File: src/rtl/laser_pulse_sequencer.sv
// Laser pulse sequencer: shadows pulse timing and drive current, loads the DAC through a
// load/ack handshake, gates the laser in PWM or CW mode. Define SOFT_START_EN for a 16-step DAC ramp.
module laser_pulse_sequencer #(
  parameter int DAC_TIMEOUT = 255
) (
  input  logic        clk,
  input  logic        rst,
  input  logic [23:0] pulse_width,
  input  logic [23:0] period,
  input  logic [15:0] drive_current,
  input  logic [15:0] drive_current_limit,
  input  logic [15:0] pwm_mon_current_limit,
  input  logic [15:0] cw_mon_current_limit,
  input  logic [15:0] static_control,
  input  logic [15:0] dynamic_control,
  input  logic [15:0] mon_current,
  input  logic        mon_valid,
  output logic [15:0] dac_code,
  output logic        dac_load,
  input  logic        dac_ack,
  output logic        laser_en,
  output logic [7:0]  status
);

  localparam int TO_W = (DAC_TIMEOUT > 1) ? $clog2(DAC_TIMEOUT) : 1;
  localparam logic [TO_W-1:0] TO_LAST = TO_W'(DAC_TIMEOUT - 1);

  typedef enum logic [2:0] {S_IDLE, S_DAC_LOAD, S_PULSE, S_GAP, S_CW, S_FAULT} state_t;

  state_t          state_reg, state_next;
  logic [23:0]     cnt_reg, cnt_next;
  logic [23:0]     pw_reg, pw_next;
  logic [23:0]     per_reg, per_next;
  logic [15:0]     cw_cnt_reg, cw_cnt_next;
  logic [15:0]     dac_code_reg, dac_code_next;
  logic [TO_W-1:0] to_cnt_reg, to_cnt_next;
  logic [4:0]      ramp_k_reg, ramp_k_next;
  logic            oneshot_reg, oneshot_next;
  logic            config_err_reg, config_err_next;
  logic            fault_oc_reg, fault_oc_next;
  logic            fault_dac_to_reg, fault_dac_to_next;
  logic            dac_load_reg, dac_load_next;
  logic            laser_en_reg, laser_en_next;
  logic [1:0]      dyn_prev_reg;

  logic        trig_edge, clr_edge, run_en, cw_sel, cfg_bad_pwm;
  logic        oc_trip, disable_req, running, ramp_active;
  logic [15:0] clamped_code, adv_code, oc_limit;
  logic [4:0]  k_adv;
  logic        start_load, abort;
  logic [15:0] load_val;
  logic        unused_ctrl;

`ifdef SOFT_START_EN
  localparam logic [4:0] RAMP_FIRST = 5'd1;
  assign ramp_active = running && (ramp_k_reg != 5'd16);
`else
  // k pinned at 16 makes the scaled code equal the full target.
  localparam logic [4:0] RAMP_FIRST = 5'd16;
  assign ramp_active = 1'b0;
`endif

  function automatic logic [15:0] scale_code(input logic [15:0] target, input logic [4:0] k);
    logic [19:0] prod;
    prod = 20'(target) * 20'(k);
    return prod[19:4];
  endfunction

  assign unused_ctrl  = ^{static_control[15:2], dynamic_control[15:2]};
  assign trig_edge    = dynamic_control[0] & ~dyn_prev_reg[0];
  assign clr_edge     = dynamic_control[1] & ~dyn_prev_reg[1];
  assign run_en       = static_control[0];
  assign cw_sel       = static_control[1];
  assign cfg_bad_pwm  = (period < 24'd2) || (pulse_width >= period);
  assign clamped_code = (drive_current > drive_current_limit) ? drive_current_limit : drive_current;
  assign k_adv        = (ramp_k_reg < 5'd16) ? ramp_k_reg + 5'd1 : ramp_k_reg;
  assign adv_code     = scale_code(clamped_code, k_adv);
  assign oc_limit     = (state_reg == S_CW) ? cw_mon_current_limit : pwm_mon_current_limit;
  assign oc_trip      = mon_valid && ((state_reg == S_PULSE) || (state_reg == S_CW)) &&
                        (mon_current > oc_limit);
  assign disable_req  = !run_en && !oneshot_reg;
  assign running      = (state_reg != S_IDLE) && (state_reg != S_FAULT);

  always_comb begin
    state_next        = state_reg;
    cnt_next          = cnt_reg;
    pw_next           = pw_reg;
    per_next          = per_reg;
    cw_cnt_next       = cw_cnt_reg;
    dac_code_next     = dac_code_reg;
    to_cnt_next       = to_cnt_reg;
    ramp_k_next       = ramp_k_reg;
    oneshot_next      = oneshot_reg;
    config_err_next   = config_err_reg;
    fault_oc_next     = fault_oc_reg;
    fault_dac_to_next = fault_dac_to_reg;
    dac_load_next     = dac_load_reg;
    laser_en_next     = laser_en_reg;
    start_load        = 1'b0;
    abort             = 1'b0;
    load_val          = dac_code_reg;

    case (state_reg)
      S_IDLE: begin
        if (run_en || trig_edge) begin
          pw_next  = pulse_width;
          per_next = period;
          if (!cw_sel && cfg_bad_pwm) begin
            config_err_next = 1'b1;
          end else begin
            config_err_next = 1'b0;
            oneshot_next    = !run_en;
            ramp_k_next     = RAMP_FIRST;
            start_load      = 1'b1;
            load_val        = scale_code(clamped_code, RAMP_FIRST);
          end
        end
      end
      S_DAC_LOAD: begin
        if (disable_req) begin
          state_next = S_IDLE;
          abort      = 1'b1;
        end else if (dac_ack) begin
          dac_load_next = 1'b0;
          cnt_next      = '0;
          cw_cnt_next   = '0;
          if (cw_sel) begin
            state_next    = S_CW;
            laser_en_next = 1'b1;
          end else if (pw_reg != 24'd0) begin
            state_next    = S_PULSE;
            laser_en_next = 1'b1;
          end else begin
            state_next = S_GAP;
          end
        end else if (to_cnt_reg == TO_LAST) begin
          fault_dac_to_next = 1'b1;
          state_next        = S_FAULT;
          abort             = 1'b1;
        end else begin
          to_cnt_next = to_cnt_reg + 1'b1;
        end
      end
      S_PULSE, S_GAP: begin
        if (oc_trip) begin
          fault_oc_next = 1'b1;
          state_next    = S_FAULT;
          abort         = 1'b1;
        end else if (disable_req) begin
          state_next = S_IDLE;
          abort      = 1'b1;
        end else if (cnt_reg == per_reg - 24'd1) begin
          if (oneshot_reg) begin
            state_next = S_IDLE;
            abort      = 1'b1;
          end else if (cfg_bad_pwm) begin
            config_err_next = 1'b1;
            state_next      = S_IDLE;
            abort           = 1'b1;
          end else begin
            pw_next     = pulse_width;
            per_next    = period;
            ramp_k_next = k_adv;
            if (adv_code != dac_code_reg) begin
              start_load = 1'b1;
              load_val   = adv_code;
            end else begin
              cnt_next      = '0;
              state_next    = (pulse_width != 24'd0) ? S_PULSE : S_GAP;
              laser_en_next = (pulse_width != 24'd0);
            end
          end
        end else begin
          cnt_next = cnt_reg + 24'd1;
          if (cnt_reg + 24'd1 < pw_reg) begin
            state_next    = S_PULSE;
            laser_en_next = 1'b1;
          end else begin
            state_next    = S_GAP;
            laser_en_next = 1'b0;
          end
        end
      end
      S_CW: begin
        if (oc_trip) begin
          fault_oc_next = 1'b1;
          state_next    = S_FAULT;
          abort         = 1'b1;
        end else if (disable_req) begin
          state_next = S_IDLE;
          abort      = 1'b1;
        end else if (cw_cnt_reg == 16'hFFFF) begin
          // Counter wraps to 0 here, giving one re-latch every 2^16 cycles.
          cw_cnt_next = '0;
          ramp_k_next = k_adv;
          if (adv_code != dac_code_reg) begin
            start_load = 1'b1;
            load_val   = adv_code;
          end
        end else begin
          cw_cnt_next = cw_cnt_reg + 16'd1;
        end
      end
      S_FAULT: begin
        if (clr_edge && !run_en) begin
          state_next        = S_IDLE;
          fault_oc_next     = 1'b0;
          fault_dac_to_next = 1'b0;
        end
      end
      default: state_next = S_IDLE;
    endcase

    if (abort) begin
      ramp_k_next   = RAMP_FIRST;
      dac_load_next = 1'b0;
      laser_en_next = 1'b0;
      oneshot_next  = 1'b0;
    end
    if (start_load) begin
      state_next    = S_DAC_LOAD;
      dac_load_next = 1'b1;
      dac_code_next = load_val;
      to_cnt_next   = '0;
      laser_en_next = 1'b0;
    end
  end

  always_ff @(posedge clk or posedge rst) begin
    if (rst) begin
      state_reg        <= S_IDLE;
      cnt_reg          <= '0;
      pw_reg           <= '0;
      per_reg          <= '0;
      cw_cnt_reg       <= '0;
      dac_code_reg     <= '0;
      to_cnt_reg       <= '0;
      ramp_k_reg       <= RAMP_FIRST;
      oneshot_reg      <= 1'b0;
      config_err_reg   <= 1'b0;
      fault_oc_reg     <= 1'b0;
      fault_dac_to_reg <= 1'b0;
      dac_load_reg     <= 1'b0;
      laser_en_reg     <= 1'b0;
      dyn_prev_reg     <= '0;
    end else begin
      state_reg        <= state_next;
      cnt_reg          <= cnt_next;
      pw_reg           <= pw_next;
      per_reg          <= per_next;
      cw_cnt_reg       <= cw_cnt_next;
      dac_code_reg     <= dac_code_next;
      to_cnt_reg       <= to_cnt_next;
      ramp_k_reg       <= ramp_k_next;
      oneshot_reg      <= oneshot_next;
      config_err_reg   <= config_err_next;
      fault_oc_reg     <= fault_oc_next;
      fault_dac_to_reg <= fault_dac_to_next;
      dac_load_reg     <= dac_load_next;
      laser_en_reg     <= laser_en_next;
      dyn_prev_reg     <= dynamic_control[1:0];
    end
  end

  assign dac_code = dac_code_reg;
  assign dac_load = dac_load_reg;
  assign laser_en = laser_en_reg;
  assign status   = {laser_en_reg, dac_load_reg, ramp_active, config_err_reg,
                     fault_dac_to_reg, fault_oc_reg, (state_reg == S_CW), running};

endmodule

File: config.mk
export PLATFORM = sky130hd
export DESIGN_NAME = laser_pulse_sequencer
export DESIGN_NICKNAME = d
export VERILOG_FILES = /design/src/rtl/laser_pulse_sequencer.sv
export SDC_FILE = /design/constraint.sdc
export NUM_CORES = 1
export LEC_CHECK = 0
export ABC_CLOCK_PERIOD_IN_PS = 7300
export BUFFER_PORTS_ARGS = -buffer_cell sky130_fd_sc_hd__buf_2
export CORE_ASPECT_RATIO = 1.1
export CORE_MARGIN = 10
export CORE_UTILIZATION = 50
export CTS_BUF_LIST = sky130_fd_sc_hd__clkbuf_8
export DETAILED_ROUTE_END_ITERATION = 10
export PLACE_DENSITY = 0.74
export SLEW_MARGIN = 20
export SYNTH_ARGS = -nofsm -noshare
export SYNTH_HDL_FRONTEND = slang
export SYNTH_SLANG_ARGS = --single-unit
export TNS_END_PERCENT = 100
File: constraint.sdc
create_clock -name clk -period 7.3 [get_ports clk]
set_input_delay 1.46 -clock clk [delete_from_list [all_inputs] [get_ports clk]]
set_output_delay 1.46 -clock clk [all_outputs]
set_load 0.05 [all_outputs]
# Word-level counts from Yosys, hierarchy flattened
# Cells that the tools add are included.
[totals]
inputBits = 164
ff_bits = 128
elab_cells = 273
[classes]
bitwise = 4
muxes = 140
magnitude_cmp = 6
n_reduce_logical = 44
eq_ne = 58
n_addsub = 5
multipliers = 1
[op_table]
columns = ["operator", "n"]
rows = [
  ["$mux 24", 20],
  ["$mux 16", 18],
  ["$pmux 24 s2", 3],
  ["$mux 5", 12],
  ["$mux 1", 58],
  ["$pmux 16 s3", 1],
  ["$reduce_bool 24->1", 2],
  ["$mux 3", 14],
  ["$mux 8", 5],
  ["$ne 2x2->1 const B", 18],
  ["$ne 3x3->1 const B", 12],
  ["$gt 16x16->1", 2],
  ["$pmux 16 s2", 1],
  ["$ne 5x5->1 const B", 5],
  ["$add 24x1->24 const B", 1],
  ["$eq 24x24->1", 1],
  ["$ge 24x24->1", 1],
  ["$lt 24x2->1 const B", 1],
  ["$lt 24x24->1", 1],
  ["$sub 24x1->24 const B", 1],
  ["$mul 16x5->20", 1],
  ["$add 16x1->16 const B", 1],
  ["$eq 16x16->1 const B", 1],
  ["$ne 16x16->1", 1],
  ["other kinds (36)", 77],
]

# Depth between registers and ports, before layout
[logic_depth]
depth_word = 13
mapped_depth = 34
depth_no_buf = 29

# Worst setup path before layout
# OpenSTA, ideal clock, no wires.
[synth_timing]
kind = "input -> register"
from = "input port drive_current_limit[14]"
to = "register dac_code_reg[2], in the netlist dac_code[2]"
cell_stages = 32
setup_slack_ns = -1.524
path_buffers = 5
arrival_time_ns = 8.696
path_cell_list = "inv_1 -> ha_1 -> nand4_1 -> nor4_1 -> a21boi_1 -> nand3b_1 -> nand2_1 -> clkbuf_1 -> o21ai_0 -> nand2_1 -> fa_1 -> inv_1 -> fa_1 -> fa_1 -> ha_1 -> clkbuf_1 -> and3_1 -> nand3_1 -> a21oi_1 -> or2_2 -> clkbuf_1 -> a221o_1 -> o21ai_0 -> o31ai_1 -> a221o_1 -> or4_1 -> nor3_1 -> nand4_1 -> a31oi_1 -> buf_4 -> buf_6 -> mux2_1"
[synth_between]
elab_chain_len = 12
[synth_rtl]
columns = ["item", "line", "source"]
rows = [
  ["start, declared", "11", "input logic [15:0] drive_current_limit,"],
  ["$gt 16x16->1", "75", "assign clamped_code = (drive_current > drive_current_limit) ? drive_current_limit : drive_current;"],
  ["$mux 16 *", "75", ""],
  ["$mul 16x5->20", "65", "prod = 20'(target) * 20'(k);"],
  ["$ne 16x16->1", "164, 196", ""],
  ["$mux 1", "164, 196", ""],
  ["$mux 1", "156", "end else if (cfg_bad_pwm) begin"],
  ["$mux 1", "153", "if (oneshot_reg) begin"],
  ["$mux 1", "152", "end else if (cnt_reg == per_reg - 24'd1) begin"],
  ["$mux 1", "149", "end else if (disable_req) begin"],
  ["$mux 1", "145", "if (oc_trip) begin"],
  ["$pmux 1 s3", "103", "case (state_reg)"],
  ["$reduce_and 12->1 (no source line)", "n/a", ""],
  ["end signal, assigned", "252", "dac_code_reg <= dac_code_next;"],
  ["end, declared", "35", "logic [15:0] dac_code_reg, dac_code_next;"],
]
# Mark *: on every way between the ends. The rest lies on a longest branch, timed or not. The select of a mux whose other input is x is not followed.
# A chain may end at the register's enable or synchronous reset.

# Final worst setup path
[layout_timing]
from = "input port drive_current_limit[7]"
to = "register dac_code_reg[0], in the netlist dac_code[0]"
# Same word-level chain as after synthesis.

==> run metrics <==
final setup vio count 53; Avg Synthesized Cell Area roughly 8.4 um^2; final critical-path setup slack -896 ps; RSZ-0062 raised after global routing true; Placed Area 15,000 um^2; flops & latches, synth 128; EDFF count, synth 0; P_leak between 8 and 9 nW; worst slew pin tran roughly 1000 ps; crit end category register; Comb power frac 0.549; gr usage total 0.245; clk_lat worst skew around 470 ps; minimum clock period between 8000 and 9000 ps; leading cell type in the layout, fill and taps excluded buf_4; synthesized cell area around 13,000 um^2; max-slew violation count 0; antenna violations before repair 0; Yosys warnings 0; first-pass GRT wire length between 60,000 and 70,000 um; fill count just over 2,000; Final Util 0.651; prevailing post-synth register cell dfrtp_1; initial core utilization 0.504; largest net degree at the start of global routing between 70 and 80; Horiz. Die Dim approximately 170 um; Clock transition at path regs 80 ps; wire per inst around 18 um; GP Congestion roughly 0.99; post-synthesis async set-or-reset flop share 1.00; Max IR drop VDD between 150 and 200 uV; max incr delay on CP about 580 ps; fraction of layout cells with a size suffix above 1 0.299; area growth from synthesis to layout 29.1%; Nets between 2,000 and 2,500; vias between 10,000 and 15,000; Slew headroom 0.304; met3 wire length 1910 um; syn_nets roughly 1,800; dpl ws -1490 ps; type of the most critical hold path register to register; maximum clock insertion buffer count 2; max-cap violations 0; CTS hold repair buffers 0; worst hold slack 501 ps; DRC viols 0; vias in the first global route 13,000; Core Area 25,100 um^2; CP Class input pin to register; Max Fclk 122 MHz; Remaining Overflow, GRT 0; Clk pwr share 0.163; switching power share of the total 0.450; CP required roughly 7700 ps; Internal 2.28 mW; most frequent CP cell fa_1; Root Driver clkbuf_8; Die Y around 190 um; Port Buffers 160; TritonCTS Buffers 17; slowest stage cell on the critical path fa_1; routed vias/inst 5.83; Detail Route Antenna Nets 0; post-detail-place hpwl between 20,000 and 30,000 um; P_sw between 1.5 and 2 mW; CP Max Fanout 8; Initial DRC Count 1,043; crit share post-route 1.12; CTS tree done; status finished with violations; failing checks setup timing; site row count slightly above 60; post-route design area around 16,000 um^2; final WL 39,500 um; die area 32,100 um^2; Flop pwr share 0.289; pwr dens 254 nW/um^2; met2 routed WL 19,200 um; Post-Synthesis Cells 1,511; commonest cells after routing, fill and taps aside buf_4 (184), nand2_1 (157), buf_2 (152), dfrtp_1 (127), nor2_1 (123); H-tree Lvls 4; Final Hold Vio Count 0; Final Skew 16.7 ps; antenna cells 0; Clock Sinks roughly 130; Top Layer Used met4; crit start category input pin; met1 wire length around 17,000 um; Arr. time, crit path between 8000 and 9000 ps; sequential area share after synthesis 0.253; Final TNS setup -41,070 ps; Synth cell types 83; drt pass-1 iters 5; Top Ports 190
## critical path, delay by kind of cell
family | cells | cell delay [ps]
AOI/OAI and AO/OA | 5 | 1010
muxes | 2 | 470
and+or+nand+nor | 10 | 1990
xor gates and xnor gates | 1 | 150
adders and majority gates | 5 | 2090
buffers and inverters | 11 | 1320
## power groups by stage
stage / registers, mW / clock network [mW] / logic, mW
floorplan: 1.28 / 0 / 1.43
global placement: 1.19 / 0 / 2.02
detailed placement: 1.20 / 0 / 2.07
CTS: 1.19 / 0.682 / 2.22
global route: 1.23 / 0.713 / 2.49
finish: 1.20 / 0.676 / 2.28
## kinds of logic (layout without fill, tap and decap cells)
group           count (synthesis)  after routing  share of synthesized area
compound gates                327            330                      0.167
xor+xnor                       97             97                     0.0683
fa+ha+maj                     151            151                      0.173
buf+inv                       189            511                     0.0622
flops                         128            128                      0.253
mux                            66             66                     0.0630
other cells                     1              1                   0.000296
simple gates                  552            552                      0.213
## synth_stat cells, types with 6 or more instances
master	number	share of area
nand2_1	167	0.050
nor2_1	129	0.038
dfrtp_1	127	0.25
inv_1	116	0.034
ha_1	111	0.11
o21ai_0	89	0.035
a21oi_1	80	0.032
xnor2_1	65	0.045
clkbuf_1	52	0.015
nand3_1	46	0.018
fa_1	40	0.063
nand4_1	35	0.017
a21o_1	34	0.020
xor2_1	31	0.021
nor3_1	27	0.011
nor4_1	24	0.012
mux2i_1	23	0.018
mux2_4	22	0.026
nand2b_1	20	0.0099
a22o_1	19	0.013
and3_1	19	0.0094
nor2b_1	18	0.0089
and2_1	16	0.0079
mux2_2	16	0.014
a31oi_1	11	0.0054
o31ai_1	11	0.0065
buf_4	10	0.0059
or2_2	10	0.0049
or3_1	10	0.0049
a211oi_1	8	0.0047
and4_1	8	0.0055
o22ai_1	6	0.0030
o2bb2ai_1	6	0.0042
## path summary, 6_finish.rpt
path                                               to  slack (ps)  cells past startpoint                        from
hold reg to reg            cw_cnt_reg[12]$_DFFE_PP0P_         500                      1  cw_cnt_reg[12]$_DFFE_PP0P_
max in group asynchronous        dac_load$_DFFE_PP0P_        4780                      3                         rst
setup / recovery              dac_code[0]$_DFFE_PP0P_        -900                     34      drive_current_limit[7]
min in group asynchronous     dac_code[5]$_DFFE_PP0P_        1100                      2                         rst
setup reg to reg              dac_code[0]$_DFFE_PP0P_         590                     26   ramp_k_reg[0]$_DFFE_PP0P_
hold / removal             cw_cnt_reg[12]$_DFFE_PP0P_         500                      1  cw_cnt_reg[12]$_DFFE_PP0P_
## layer usage
| layer | GRT usage | vias to the layer above |
|---|---|---|
| li1 | - | 5960 |
| met1 | 0.299 | 6015 |
| met2 | 0.415 | 446 |
| met3 | 0.0334 | 118 |
| met4 | 0.109 | 0 |
| met5 | 0 | - |
## stage by stage
step           std cells  power, mW
2_1_floorplan       1511       2.71
3_3_place_gp        2078       3.21
3_5_place_dp        2078       3.27
4_1_cts             2143       4.09
5_1_grt             2151       4.43
6_report            2151       4.16
## what timing repair did
action / in CTS / in global routing
pin swaps: 33 / 3
cloned: 5 / 1
setup endpoints to repair: 53 / 53
gates resized for setup: 89 / 19
buffers inserted: 28 / 8
## final cells by class
type / instances / area, um^2 / area share
clock buffers: 19 / 262 / 0.0160
clock inverters: 13 / 161 / 0.00987
well taps: 315 / 394 / 0.0241
flip-flops and latches: 128 / 3200 / 0.196
inverters: 117 / 464 / 0.0284
repair buffers: 362 / 2530 / 0.155
multi-input cells: 1197 / 9330 / 0.571
(Power assumes the default switching activity.)
